$ cat src/rtl/conv_seq_pkg.sv
// Shared types and geometry helpers for the convolution frame sequencer and
// the layer-chain FSM that sizes downstream frames with the same arithmetic.
package conv_seq_pkg;

  typedef enum logic [1:0] {
    SEQ_IDLE,
    SEQ_RUN,
    SEQ_DRAIN,
    SEQ_DONE
  } seq_state_t;

  // Output extent of one convolution axis; pad_total is the sum of both sides.
  function automatic int conv_out_dim(input int in_dim, input int k, input int dil,
                                      input int pad_total, input int stride);
    return (in_dim + pad_total - dil * (k - 1) - 1) / stride + 1;
  endfunction

  function automatic int cnt_width(input int n);
    return $clog2(n + 1);
  endfunction

endpackage

$ cat src/rtl/conv_frame_sequencer_if.sv
// Control/status bundle between the layer-chain side (master) and the
// frame sequencer (slave).
interface conv_frame_sequencer_if #(
  parameter int FRAME_CNT_WIDTH = 16
);
  logic                       start;
  logic                       abort;
  logic                       pix_rd;
  logic                       pe_ack;
  logic                       lb_en;
  logic                       busy;
  logic                       done;
  logic                       err;
  logic                       timeout;
  logic [FRAME_CNT_WIDTH-1:0] frame_cnt;

  modport master (
    output start, abort, pix_rd, pe_ack,
    input  lb_en, busy, done, err, timeout, frame_cnt
  );

  modport slave (
    input  start, abort, pix_rd, pe_ack,
    output lb_en, busy, done, err, timeout, frame_cnt
  );
endinterface

$ cat src/rtl/conv_frame_sequencer_sat_counter.sv
// Up-counter with synchronous clear that holds at LIMIT instead of wrapping.
module sat_counter #(
  parameter int WIDTH = 8,
  parameter int LIMIT = 255
) (
  input  logic             clk,
  input  logic             rst,
  input  logic             clr_i,
  input  logic             inc_i,
  output logic [WIDTH-1:0] count_o,
  output logic             at_limit_o
);

  localparam logic [WIDTH-1:0] LIMIT_V = WIDTH'(LIMIT);

  logic [WIDTH-1:0] cnt_q, cnt_d;

  // NOTE: every variable written in always_comb gets a default first, so no path can infer a latch.
  always_comb begin
    cnt_d = cnt_q;
    if (clr_i) begin
      cnt_d = '0;
    end else if (inc_i && (cnt_q != LIMIT_V)) begin
      cnt_d = cnt_q + 1'b1;
    end
  end

  // NOTE: sequential state uses non-blocking assignments so all flops update together at the edge.
  always_ff @(posedge clk or posedge rst) begin
    if (rst) begin
      cnt_q <= '0;
    end else begin
      cnt_q <= cnt_d;
    end
  end

  assign count_o    = cnt_q;
  assign at_limit_o = (cnt_q == LIMIT_V);

endmodule

$ cat src/rtl/conv_frame_sequencer.sv
// Frame-level controller for one convolution layer: arms the line buffer,
// counts consumed pixels and acknowledged windows, and pulses done per frame.
// Optional drain watchdog: define CONV_SEQ_WATCHDOG_EN.
module conv_frame_sequencer
  import conv_seq_pkg::*;
#(
  parameter int IN_WIDTH        = 512,
  parameter int IN_HEIGHT       = 256,
  parameter int KERNEL_0        = 3,
  parameter int KERNEL_1        = 3,
  parameter int DILATION_0      = 1,
  parameter int DILATION_1      = 1,
  parameter int PADDING_0       = 1,
  parameter int PADDING_1       = 1,
  parameter int STRIDE_0        = 1,
  parameter int STRIDE_1        = 1,
  parameter int FRAME_CNT_WIDTH = 16,
  parameter int WDOG_CYCLES     = 65536
) (
  input logic                   clk,
  input logic                   rst,
  conv_frame_sequencer_if.slave bus
);

  // Rows are padded at the bottom only; columns on both sides.
  localparam int OUT_H   = conv_out_dim(IN_HEIGHT, KERNEL_0, DILATION_0, PADDING_0, STRIDE_0);
  localparam int OUT_W   = conv_out_dim(IN_WIDTH, KERNEL_1, DILATION_1, 2 * PADDING_1, STRIDE_1);
  localparam int IN_PIX  = IN_WIDTH * IN_HEIGHT;
  localparam int OUT_PIX = OUT_H * OUT_W;
  localparam int IN_CW   = cnt_width(IN_PIX);
  localparam int OUT_CW  = cnt_width(OUT_PIX);

  if (OUT_H < 1 || OUT_W < 1) begin : g_bad_geometry
    $error("conv_frame_sequencer: output frame is empty (OUT_H=%0d OUT_W=%0d)", OUT_H, OUT_W);
  end
  if (WDOG_CYCLES < 1) begin : g_bad_wdog
    $error("conv_frame_sequencer: WDOG_CYCLES must be at least 1");
  end

  seq_state_t                 state_q, state_d;
  logic                       lb_en_q, busy_q, done_q, err_q;
  logic [FRAME_CNT_WIDTH-1:0] frame_cnt_q;

  logic [IN_CW-1:0]  in_cnt;
  logic [OUT_CW-1:0] out_cnt;
  logic              in_full, out_full;
  logic              cnt_clr, in_inc, out_inc;
  logic              in_last, out_last;
  logic              start_ok, proto_err, wdog_expire;

  assign start_ok = (state_q == SEQ_IDLE) && bus.start && !bus.abort;
  assign cnt_clr  = bus.abort || ((state_q == SEQ_IDLE) && bus.start);
  assign in_inc   = (state_q == SEQ_RUN) && bus.pix_rd;
  assign out_inc  = ((state_q == SEQ_RUN) || (state_q == SEQ_DRAIN)) && bus.pe_ack;

  // "last" means this cycle's pulse brings the count to its frame total.
  assign in_last  = in_inc && (in_cnt == IN_CW'(IN_PIX - 1));
  assign out_last = out_inc && (out_cnt == OUT_CW'(OUT_PIX - 1));

  assign proto_err = (bus.pix_rd && ((state_q != SEQ_RUN) || in_full)) ||
                     (bus.pe_ack && ((state_q == SEQ_IDLE) || out_full));

  sat_counter #(.WIDTH(IN_CW), .LIMIT(IN_PIX)) u_in_cnt (
    .clk        (clk),
    .rst        (rst),
    .clr_i      (cnt_clr),
    .inc_i      (in_inc),
    .count_o    (in_cnt),
    .at_limit_o (in_full)
  );

  sat_counter #(.WIDTH(OUT_CW), .LIMIT(OUT_PIX)) u_out_cnt (
    .clk        (clk),
    .rst        (rst),
    .clr_i      (cnt_clr),
    .inc_i      (out_inc),
    .count_o    (out_cnt),
    .at_limit_o (out_full)
  );

  always_comb begin
    state_d = state_q;
    if (bus.abort) begin
      state_d = SEQ_IDLE;
    end else begin
      unique case (state_q)
        SEQ_IDLE:  if (bus.start) state_d = SEQ_RUN;
        SEQ_RUN: begin
          if (in_last) state_d = (out_last || out_full) ? SEQ_DONE : SEQ_DRAIN;
        end
        SEQ_DRAIN: begin
          if (out_last)         state_d = SEQ_DONE;
          else if (wdog_expire) state_d = SEQ_IDLE;
        end
        SEQ_DONE:  state_d = SEQ_IDLE;
        default:   state_d = SEQ_IDLE;
      endcase
    end
  end

  // Outputs are decoded from the next state so they line up with state_q.
  always_ff @(posedge clk or posedge rst) begin
    if (rst) begin
      state_q     <= SEQ_IDLE;
      lb_en_q     <= 1'b0;
      busy_q      <= 1'b0;
      done_q      <= 1'b0;
      err_q       <= 1'b0;
      frame_cnt_q <= '0;
    end else begin
      state_q <= state_d;
      lb_en_q <= (state_d == SEQ_RUN);
      busy_q  <= (state_d == SEQ_RUN) || (state_d == SEQ_DRAIN);
      done_q  <= (state_d == SEQ_DONE);
      if (proto_err)     err_q <= 1'b1;
      else if (start_ok) err_q <= 1'b0;
      if ((state_q == SEQ_DONE) && !bus.abort) frame_cnt_q <= frame_cnt_q + 1'b1;
    end
  end

`ifdef CONV_SEQ_WATCHDOG_EN
  localparam int WD_W = cnt_width(WDOG_CYCLES);

  logic [WD_W-1:0] wdog_q;
  logic            timeout_q;

  // Held at full load outside DRAIN, so entering DRAIN starts a fresh count.
  assign wdog_expire = (state_q == SEQ_DRAIN) && !bus.pe_ack && (wdog_q == WD_W'(1));

  always_ff @(posedge clk or posedge rst) begin
    if (rst) begin
      wdog_q    <= WD_W'(WDOG_CYCLES);
      timeout_q <= 1'b0;
    end else begin
      if ((state_q != SEQ_DRAIN) || bus.pe_ack) wdog_q <= WD_W'(WDOG_CYCLES);
      else if (wdog_q != '0)                    wdog_q <= wdog_q - 1'b1;
      if (wdog_expire && !bus.abort) timeout_q <= 1'b1;
      else if (start_ok)             timeout_q <= 1'b0;
    end
  end

  assign bus.timeout = timeout_q;
`else
  assign wdog_expire = 1'b0;
  assign bus.timeout = 1'b0;
`endif

  assign bus.lb_en     = lb_en_q;
  assign bus.busy      = busy_q;
  assign bus.done      = done_q;
  assign bus.err       = err_q;
  assign bus.frame_cnt = frame_cnt_q;

endmodule
$ cat src/flat_wrapper.sv
// flat-port wrapper written by rule: the top's interface ports become plain ports
module conv_frame_sequencer_flat import conv_seq_pkg::*;
#(
  parameter int IN_WIDTH        = 512,
  parameter int IN_HEIGHT       = 256,
  parameter int KERNEL_0        = 3,
  parameter int KERNEL_1        = 3,
  parameter int DILATION_0      = 1,
  parameter int DILATION_1      = 1,
  parameter int PADDING_0       = 1,
  parameter int PADDING_1       = 1,
  parameter int STRIDE_0        = 1,
  parameter int STRIDE_1        = 1,
  parameter int FRAME_CNT_WIDTH = 16,
  parameter int WDOG_CYCLES     = 65536
)
  (clk, rst, bus_start, bus_abort, bus_pix_rd, bus_pe_ack, bus_lb_en, bus_busy, bus_done, bus_err, bus_timeout, bus_frame_cnt);
  conv_frame_sequencer_if #(.FRAME_CNT_WIDTH(FRAME_CNT_WIDTH)) bus_i ();
  input logic clk;
  input logic rst;
  input wire logic [$bits(bus_i.start)-1:0] bus_start;
  input wire logic [$bits(bus_i.abort)-1:0] bus_abort;
  input wire logic [$bits(bus_i.pix_rd)-1:0] bus_pix_rd;
  input wire logic [$bits(bus_i.pe_ack)-1:0] bus_pe_ack;
  output wire logic [$bits(bus_i.lb_en)-1:0] bus_lb_en;
  output wire logic [$bits(bus_i.busy)-1:0] bus_busy;
  output wire logic [$bits(bus_i.done)-1:0] bus_done;
  output wire logic [$bits(bus_i.err)-1:0] bus_err;
  output wire logic [$bits(bus_i.timeout)-1:0] bus_timeout;
  output wire logic [$bits(bus_i.frame_cnt)-1:0] bus_frame_cnt;
  assign bus_i.start = bus_start;
  assign bus_i.abort = bus_abort;
  assign bus_i.pix_rd = bus_pix_rd;
  assign bus_i.pe_ack = bus_pe_ack;
  assign bus_lb_en = bus_i.lb_en;
  assign bus_busy = bus_i.busy;
  assign bus_done = bus_i.done;
  assign bus_err = bus_i.err;
  assign bus_timeout = bus_i.timeout;
  assign bus_frame_cnt = bus_i.frame_cnt;
  conv_frame_sequencer #(.IN_WIDTH(IN_WIDTH), .IN_HEIGHT(IN_HEIGHT), .KERNEL_0(KERNEL_0), .KERNEL_1(KERNEL_1), .DILATION_0(DILATION_0), .DILATION_1(DILATION_1), .PADDING_0(PADDING_0), .PADDING_1(PADDING_1), .STRIDE_0(STRIDE_0), .STRIDE_1(STRIDE_1), .FRAME_CNT_WIDTH(FRAME_CNT_WIDTH), .WDOG_CYCLES(WDOG_CYCLES)) u_core (.clk(clk), .rst(rst), .bus(bus_i));
endmodule
$ cat config.mk
export PLATFORM = sky130hd
export DESIGN_NAME = conv_frame_sequencer_flat
export DESIGN_NICKNAME = d
export VERILOG_FILES = /design/src/rtl/conv_seq_pkg.sv /design/src/rtl/conv_frame_sequencer_if.sv /design/src/rtl/conv_frame_sequencer_sat_counter.sv /design/src/rtl/conv_frame_sequencer.sv /design/src/flat_wrapper.sv
export SDC_FILE = /design/constraint.sdc
export NUM_CORES = 1
export LEC_CHECK = 0
export CAP_MARGIN = 25
export CORE_UTILIZATION = 57
export DETAILED_ROUTE_END_ITERATION = 8
export PLACE_DENSITY = 0.79
export SLEW_MARGIN = 20
export SYNTH_ARGS = -nofsm -noshare
export SYNTH_HDL_FRONTEND = slang
export SYNTH_SLANG_ARGS = --single-unit
$ cat constraint.sdc
create_clock -name clk -period 3.6 [get_ports clk]
set_clock_uncertainty 0.2 [all_clocks]
set_input_delay 0.36 -clock clk [delete_from_list [all_inputs] [get_ports clk]]
set_output_delay 0.36 -clock clk [all_outputs]
set_load 0.005 [all_outputs]
=== After elaboration in Yosys (flattened, before gate mapping) ===
Cells that the tools add are included.

* $add $sub $neg: 3
* Multiplexer cells: 12
* Eq/ne operators: 13
* Reduce and logical (&&, ||, !) cells: 23

{| class="wikitable"
|+ Operators by type and width
! operator !! count
|-
| two-way mux 18 bit || 2
|-
| equality test 17 bit, second input constant || 2
|-
| two-way mux 17 bit || 2
|-
| adder 18 x 1 -> 18 bit, second input constant || 1
|-
| equality test 18 x 17 -> 1 bit, second input constant || 1
|-
| equality test 18 bit, second input constant || 1
|-
| != test 18 bit, second input constant || 1
|-
| adder 17 x 1 -> 17 bit, second input constant || 1
|-
| != test 17 bit, second input constant || 1
|-
| adder 16 x 1 -> 16 bit, second input constant || 1
|-
| logical AND 1 bit || 11
|-
| equality test 2 bit, second input constant || 4
|-
| two-way mux 2 bit || 4
|-
| one-hot mux 2 bit (4 select lines) || 1
|-
| logical OR 1 bit || 7
|-
| nonzero test 2 bit || 3
|-
| equality test 2 x 1 -> 1 bit, second input constant || 2
|-
| two-way mux 1 bit || 3
|-
| zero test 2 bit || 1
|-
| != test 2 x 1 -> 1 bit, second input constant || 1
|-
| zero test 1 bit || 1
|}

* Output and inout port bits: 21
* Register bits: 57
* Logic and storage cells: 59
* Bits of input ports: 6

=== Logic depth before layout (Yosys ltp) ===
* Word-level depth: 11
* Gate-level depth with buffers: 9
* Mapped depth without buffers: 9

=== By module ===
Synthesis repeated with hierarchy kept, for this count alone.

* Cell total of the unflattened synthesis: 344
* Area, all modules: 3213.1 um2

{| class="wikitable"
|+ By module, submodules not included
! module !! sequential area each (um2) !! area an instance (um2) !! times used !! cells each
|-
| conv_frame_sequencer || 550.5 || 1233.7 || 1 || 126
|-
| sat_counter at u_core.u_in_cnt || 450.4 || 1037.2 || 1 || 114
|-
| sat_counter at u_core.u_out_cnt || 425.4 || 942.2 || 1 || 104
|}

=== Worst setup path after synthesis ===
Ideal clock, no wire load.

* Kind: register to register
* Start: register u_core.u_in_cnt.cnt_q[1] (netlist: u_core.u_in_cnt.count_o[1])
* End: register u_core.busy_q (netlist: u_core.bus.busy)
* Clock period less this slack: 2.525 ns
* Stages on the path, launching flop included: 10
* Library setup time: 0.063 ns
* Buffers on the path: 1
* Slack: 1.075 ns
* Arrival: 2.262 ns
* Required time: 3.337 ns
* Cells stage by stage: dfrtp_1 ha_1 nand3_2 or4_1 buf_2 nor4_4 o211ai_1 a31oi_1 ha_1 inv_1

* Cells in the longest elaborated chain, start to end: 7
* Elaborated cells on any way between the ends: 8
* Those cells by class: eq/ne: 3; mux: 3; reduce/logical: 2

{| class="wikitable"
|+ Ends and longest elaborated chain
! item !! RTL line !! RTL
|-
| start: declaration || conv_frame_sequencer_sat_counter.sv:16 || <nowiki>logic [WIDTH-1:0] cnt_q, cnt_d;</nowiki>
|-
| start signal: assignment || conv_frame_sequencer_sat_counter.sv:33 || <nowiki>cnt_q <= cnt_d;</nowiki>
|-
| equality test 18 x 17 -> 1 bit * || conv_frame_sequencer.sv:57 || <nowiki>assign in_last = in_inc && (in_cnt == IN_CW'(IN_PIX - 1));</nowiki>
|-
| logical AND 1 bit * || conv_frame_sequencer.sv:57 ||
|-
| two-way mux 2 bit * || conv_frame_sequencer.sv:89 || <nowiki>if (in_last) state_d = (out_last || out_full) ? SEQ_DONE : SEQ_DRAIN;</nowiki>
|-
| one-hot mux 2 bit (4 select lines) * || conv_frame_sequencer.sv:86 || <nowiki>unique case (state_q)</nowiki>
|-
| two-way mux 2 bit * || conv_frame_sequencer.sv:83 || <nowiki>if (bus.abort) begin</nowiki>
|-
| via u_core.state_d[0] || conv_frame_sequencer.sv:40 || <nowiki>seq_state_t state_q, state_d;</nowiki>
|-
| equality test 2 x 1 -> 1 bit or equality test 2 bit (tied branches) || conv_frame_sequencer.sv:113 || <nowiki>busy_q <= (state_d == SEQ_RUN) || (state_d == SEQ_DRAIN);</nowiki>
|-
| logical OR 1 bit * || conv_frame_sequencer.sv:113 ||
|-
| end signal: assignment || conv_frame_sequencer.sv:113 ||
|-
| end: declaration || conv_frame_sequencer.sv:41 || <nowiki>logic lb_en_q, busy_q, done_q, err_q;</nowiki>
|}

Mark *: on every way through the listed nets, which the timed path passes. The rest lies on a longest branch.
A chain may end at the register's enable or synchronous reset.

=== Worst setup path after layout ===
Ends and elaborated chain as after synthesis.

==> impl_metrics.json <==
{
  "final_common_cell": "dfrtp_1",
  "vias_per_cell": 5.64,
  "htreeDepth": 3,
  "cts_tree": "done",
  "path_common_cell": "ha_1",
  "grt.overflow.total": 0,
  "die_x_um": 74.8,
  "place_inst": 398,
  "leakage_nw": 1.49,
  "grt_max_degree": 46,
  "fp-row-count": 26,
  "area_growth_pct": 18.0,
  "synthAdderAreaFrac_pct": 4.97,
  "slowest_stage": "or4_1",
  "ctsResizeCount": 0,
  "rsz0062_at_grt": "no",
  "port_buffers": 25,
  "cts_sinks": 57,
  "final_util_pct": 69.8,
  "finalSetupTns_ns": 0,
  "dr.pass1.iters": 4,
  "placeableCoreArea_um2": 5110,
  "nNetsFinal": 357,
  "synth_cells": 310,
  "syn_nets": 328,
  "pin_count": 27,
  "cp-end-kind": "flop",
  "hold_class": "in2async",
  "finalWorstSetupSlack_ns": 0.826,
  "mostFrequentLayoutCells": "dfrtp_1 (57), nand2_1 (36), nor2_1 (32)",
  "clockRootBuffer": "clkbuf_8",
  "grt_pass1_vias": 2171,
  "gp_congestion": 0.854,
  "drc": 0,
  "initial_core_util_pct": 59.1,
  "ys_ff_latch": 57,
  "final_cells": 414,
  "die_height_um": 74.8,
  "setup_viol": 0,
  "worst_pin_slew_ns": 0.884,
  "clk_pin_slew_ns": 0.07,
  "grt_usage_pct": 23.5,
  "slew_headroom_pct": 41.1,
  "cp_max_fo": 7,
  "antenna_found_initial": 0,
  "maxCapViolations": 0,
  "synth-warning-count": 0,
  "postSynthAreaPerCell_um2": 9.74,
  "critPathMaxStageDelay_ns": 0.69,
  "outcome": "complete, no violations",
  "via_count": 2336,
  "insertedDiodeCount": 0,
  "dpl_worst_slack_ns": 0.824,
  "vdd_drop_max_uv": 199,
  "wl_per_cell_um": 14.2,
  "slew_viol_final": 0,
  "synth-compound-area-share_pct": 8.62,
  "die-area_um2": 5590,
  "drt_wl_total_mm": 5.90,
  "yosysSeqAreaShare_pct": 47.2,
  "netlist_area_um2": 3020,
  "min_period_ns": 2.77,
  "worstPathRequired_ns": 3.68,
  "drive_above_1_share_pct": 6.98,
  "finalCritPeriodShare_pct": 77.1,
  "hold_violations": 0,
  "synthXorXnorAreaFrac_pct": 10.7,
  "grt_pass1_wl_mm": 9.76,
  "ant_nets": 0,
  "dpl.hpwl_mm": 4.21,
  "synth-simple-area-share_pct": 23.7,
  "crit_arrival_ns": 2.86,
  "cts_buffer_depth": 2,
  "path_cells": "ha_1 > nand3_2 > or4_1 > nor4_4 > o211ai_1 > a31oi_1 > ha_1 > inv_1",
  "synth_top_family_by_area": "simple AND/OR/NAND/NOR gates",
  "muxShareOfSynthArea_pct": 1.33,
  "dr.first_iter.drc_count": 119,
  "ctsHoldBuffers": 0,
  "start_kind": "flop",
  "yosysUniqueCellTypes": 44,
  "cts_buffers": 9,
  "powerDensity_nw_per_um2": 395,
  "max_freq_ghz": 0.360,
  "critPathKind": "reg2reg",
  "cts_setup_buffers": 0,
  "insertion_delay_ns": 0.34
}
## metrics by stage
step	power (W)	hold WS (ns)	instance area [um2]
final	0.00141	0.0704	3560
after global routing	0.00145	0.117	3560
after CTS	0.00142	0.0679	3560
after detailed placement	0.000743	0.291	3330
after global placement	0.000742	0.263	3330
after floorplan	0.000714	0.268	3020
## layer usage
layer / GRT usage [%] / up-vias / share of wire [%]
met1: 29.9 / 1139 / 45
li1: - / 1137 / -
met4: 13.8 / 0 / 2.2
met5: 0 / - / 0
met3: 4.69 / 14 / 3.8
met2: 37.2 / 46 / 49
## synth_stat cells (all sizes together)
| master | instances | area [um2] |
|---|---|---|
| or3 | 2 | 12.5 |
| nand2 | 36 | 135 |
| nor4b | 2 | 17.5 |
| a31o | 3 | 26.3 |
| or2 | 1 | 6.26 |
| o211ai | 4 | 30.0 |
| nor2b | 1 | 6.26 |
| conb | 1 | 3.75 |
| and4b | 1 | 10.0 |
| a21oi | 8 | 40.0 |
| buf | 4 | 20.0 |
| and3 | 6 | 37.5 |
| nor3 | 9 | 45.0 |
| o31ai | 5 | 37.5 |
| and2 | 2 | 12.5 |
| ha | 12 | 150 |
| a31oi | 2 | 12.5 |
| xnor2 | 25 | 219 |
| mux2i | 4 | 40.0 |
| or4 | 3 | 22.5 |
| nand4 | 12 | 75.1 |
| nor4 | 9 | 77.6 |
| clkbuf | 5 | 18.8 |
| dfrtp | 57 | 1430 |
| a21o | 2 | 15.0 |
| nand3b | 1 | 7.51 |
| xor2 | 12 | 105 |
| o21bai | 2 | 15.0 |
| nor2 | 32 | 120 |
| and4 | 4 | 35.0 |
| nand3 | 12 | 65.1 |
| o21ai | 5 | 25.0 |
| a2111oi | 2 | 36.3 |
| a211oi | 3 | 22.5 |
| nand2b | 5 | 31.3 |
| inv | 16 | 60.1 |
## worst paths after layout
kind	start	to	slack, ns	cells after the start
max in group asynchronous	rst	u_core.u_out_cnt.count_o[12]	2.30	3
min reg2reg	u_core.bus.frame_cnt[12]	u_core.bus.frame_cnt[12]	0.30	1
max reg2reg	u_core.u_in_cnt.count_o[1]	u_core.bus.busy	0.83	8
min	rst	u_core.bus.frame_cnt[6]	0.07	2
max	u_core.u_in_cnt.count_o[1]	u_core.bus.busy	0.83	8
min in group clk	u_core.bus.frame_cnt[12]	u_core.bus.frame_cnt[12]	0.30	1
## sequential cells by signal, indices dropped and copies added, names as in the netlist
| name | cells |
|---|---|
| u_core.bus.busy | 1 |
| u_core.bus.done | 1 |
| u_core.bus.err | 1 |
| u_core.bus.frame_cnt | 16 |
| u_core.bus.lb_en | 1 |
| u_core.state_q | 2 |
| u_core.u_in_cnt.count_o | 18 |
| u_core.u_out_cnt.count_o | 17 |
## final cells by class
class	count	area, um2
fillers	396	1540
multi-input cells	228	1500
flip-flops and latches	57	1430
repair buffers	27	265
clock buffers	11	151
well taps	70	87.6
clock inverters	5	77.6
inverters	16	60.1
## power by group
group	internal [W]	switching, W	total [W]
clock	0.000425	0.000252	0.000677
combinational	0.0000281	0.0000514	0.0000795
sequential	0.000647	0.00000454	0.000651
total	0.00110	0.000308	0.00141
## cells by family (layout without fill, tap and decap cells)
kind of cell,count (synthesis),count (layout)
fa+ha+maj,12,12
mux,4,4
compound gates,36,36
xor+xnor,37,37
buf+inv,25,59
simple gates,138,138
flops,57,57
other cells,1,1
## worst max-delay path: cells and delay by family, from the launching register on
family                     cells  cell delay (ns)
AOI/OAI and AO/OA              2             0.46
adders and majority gates      2             0.49
buffers and inverters          1             0.05
DFF                            1             0.38
and+or+nand+nor                3             1.15
(Power assumes the default switching activity.)
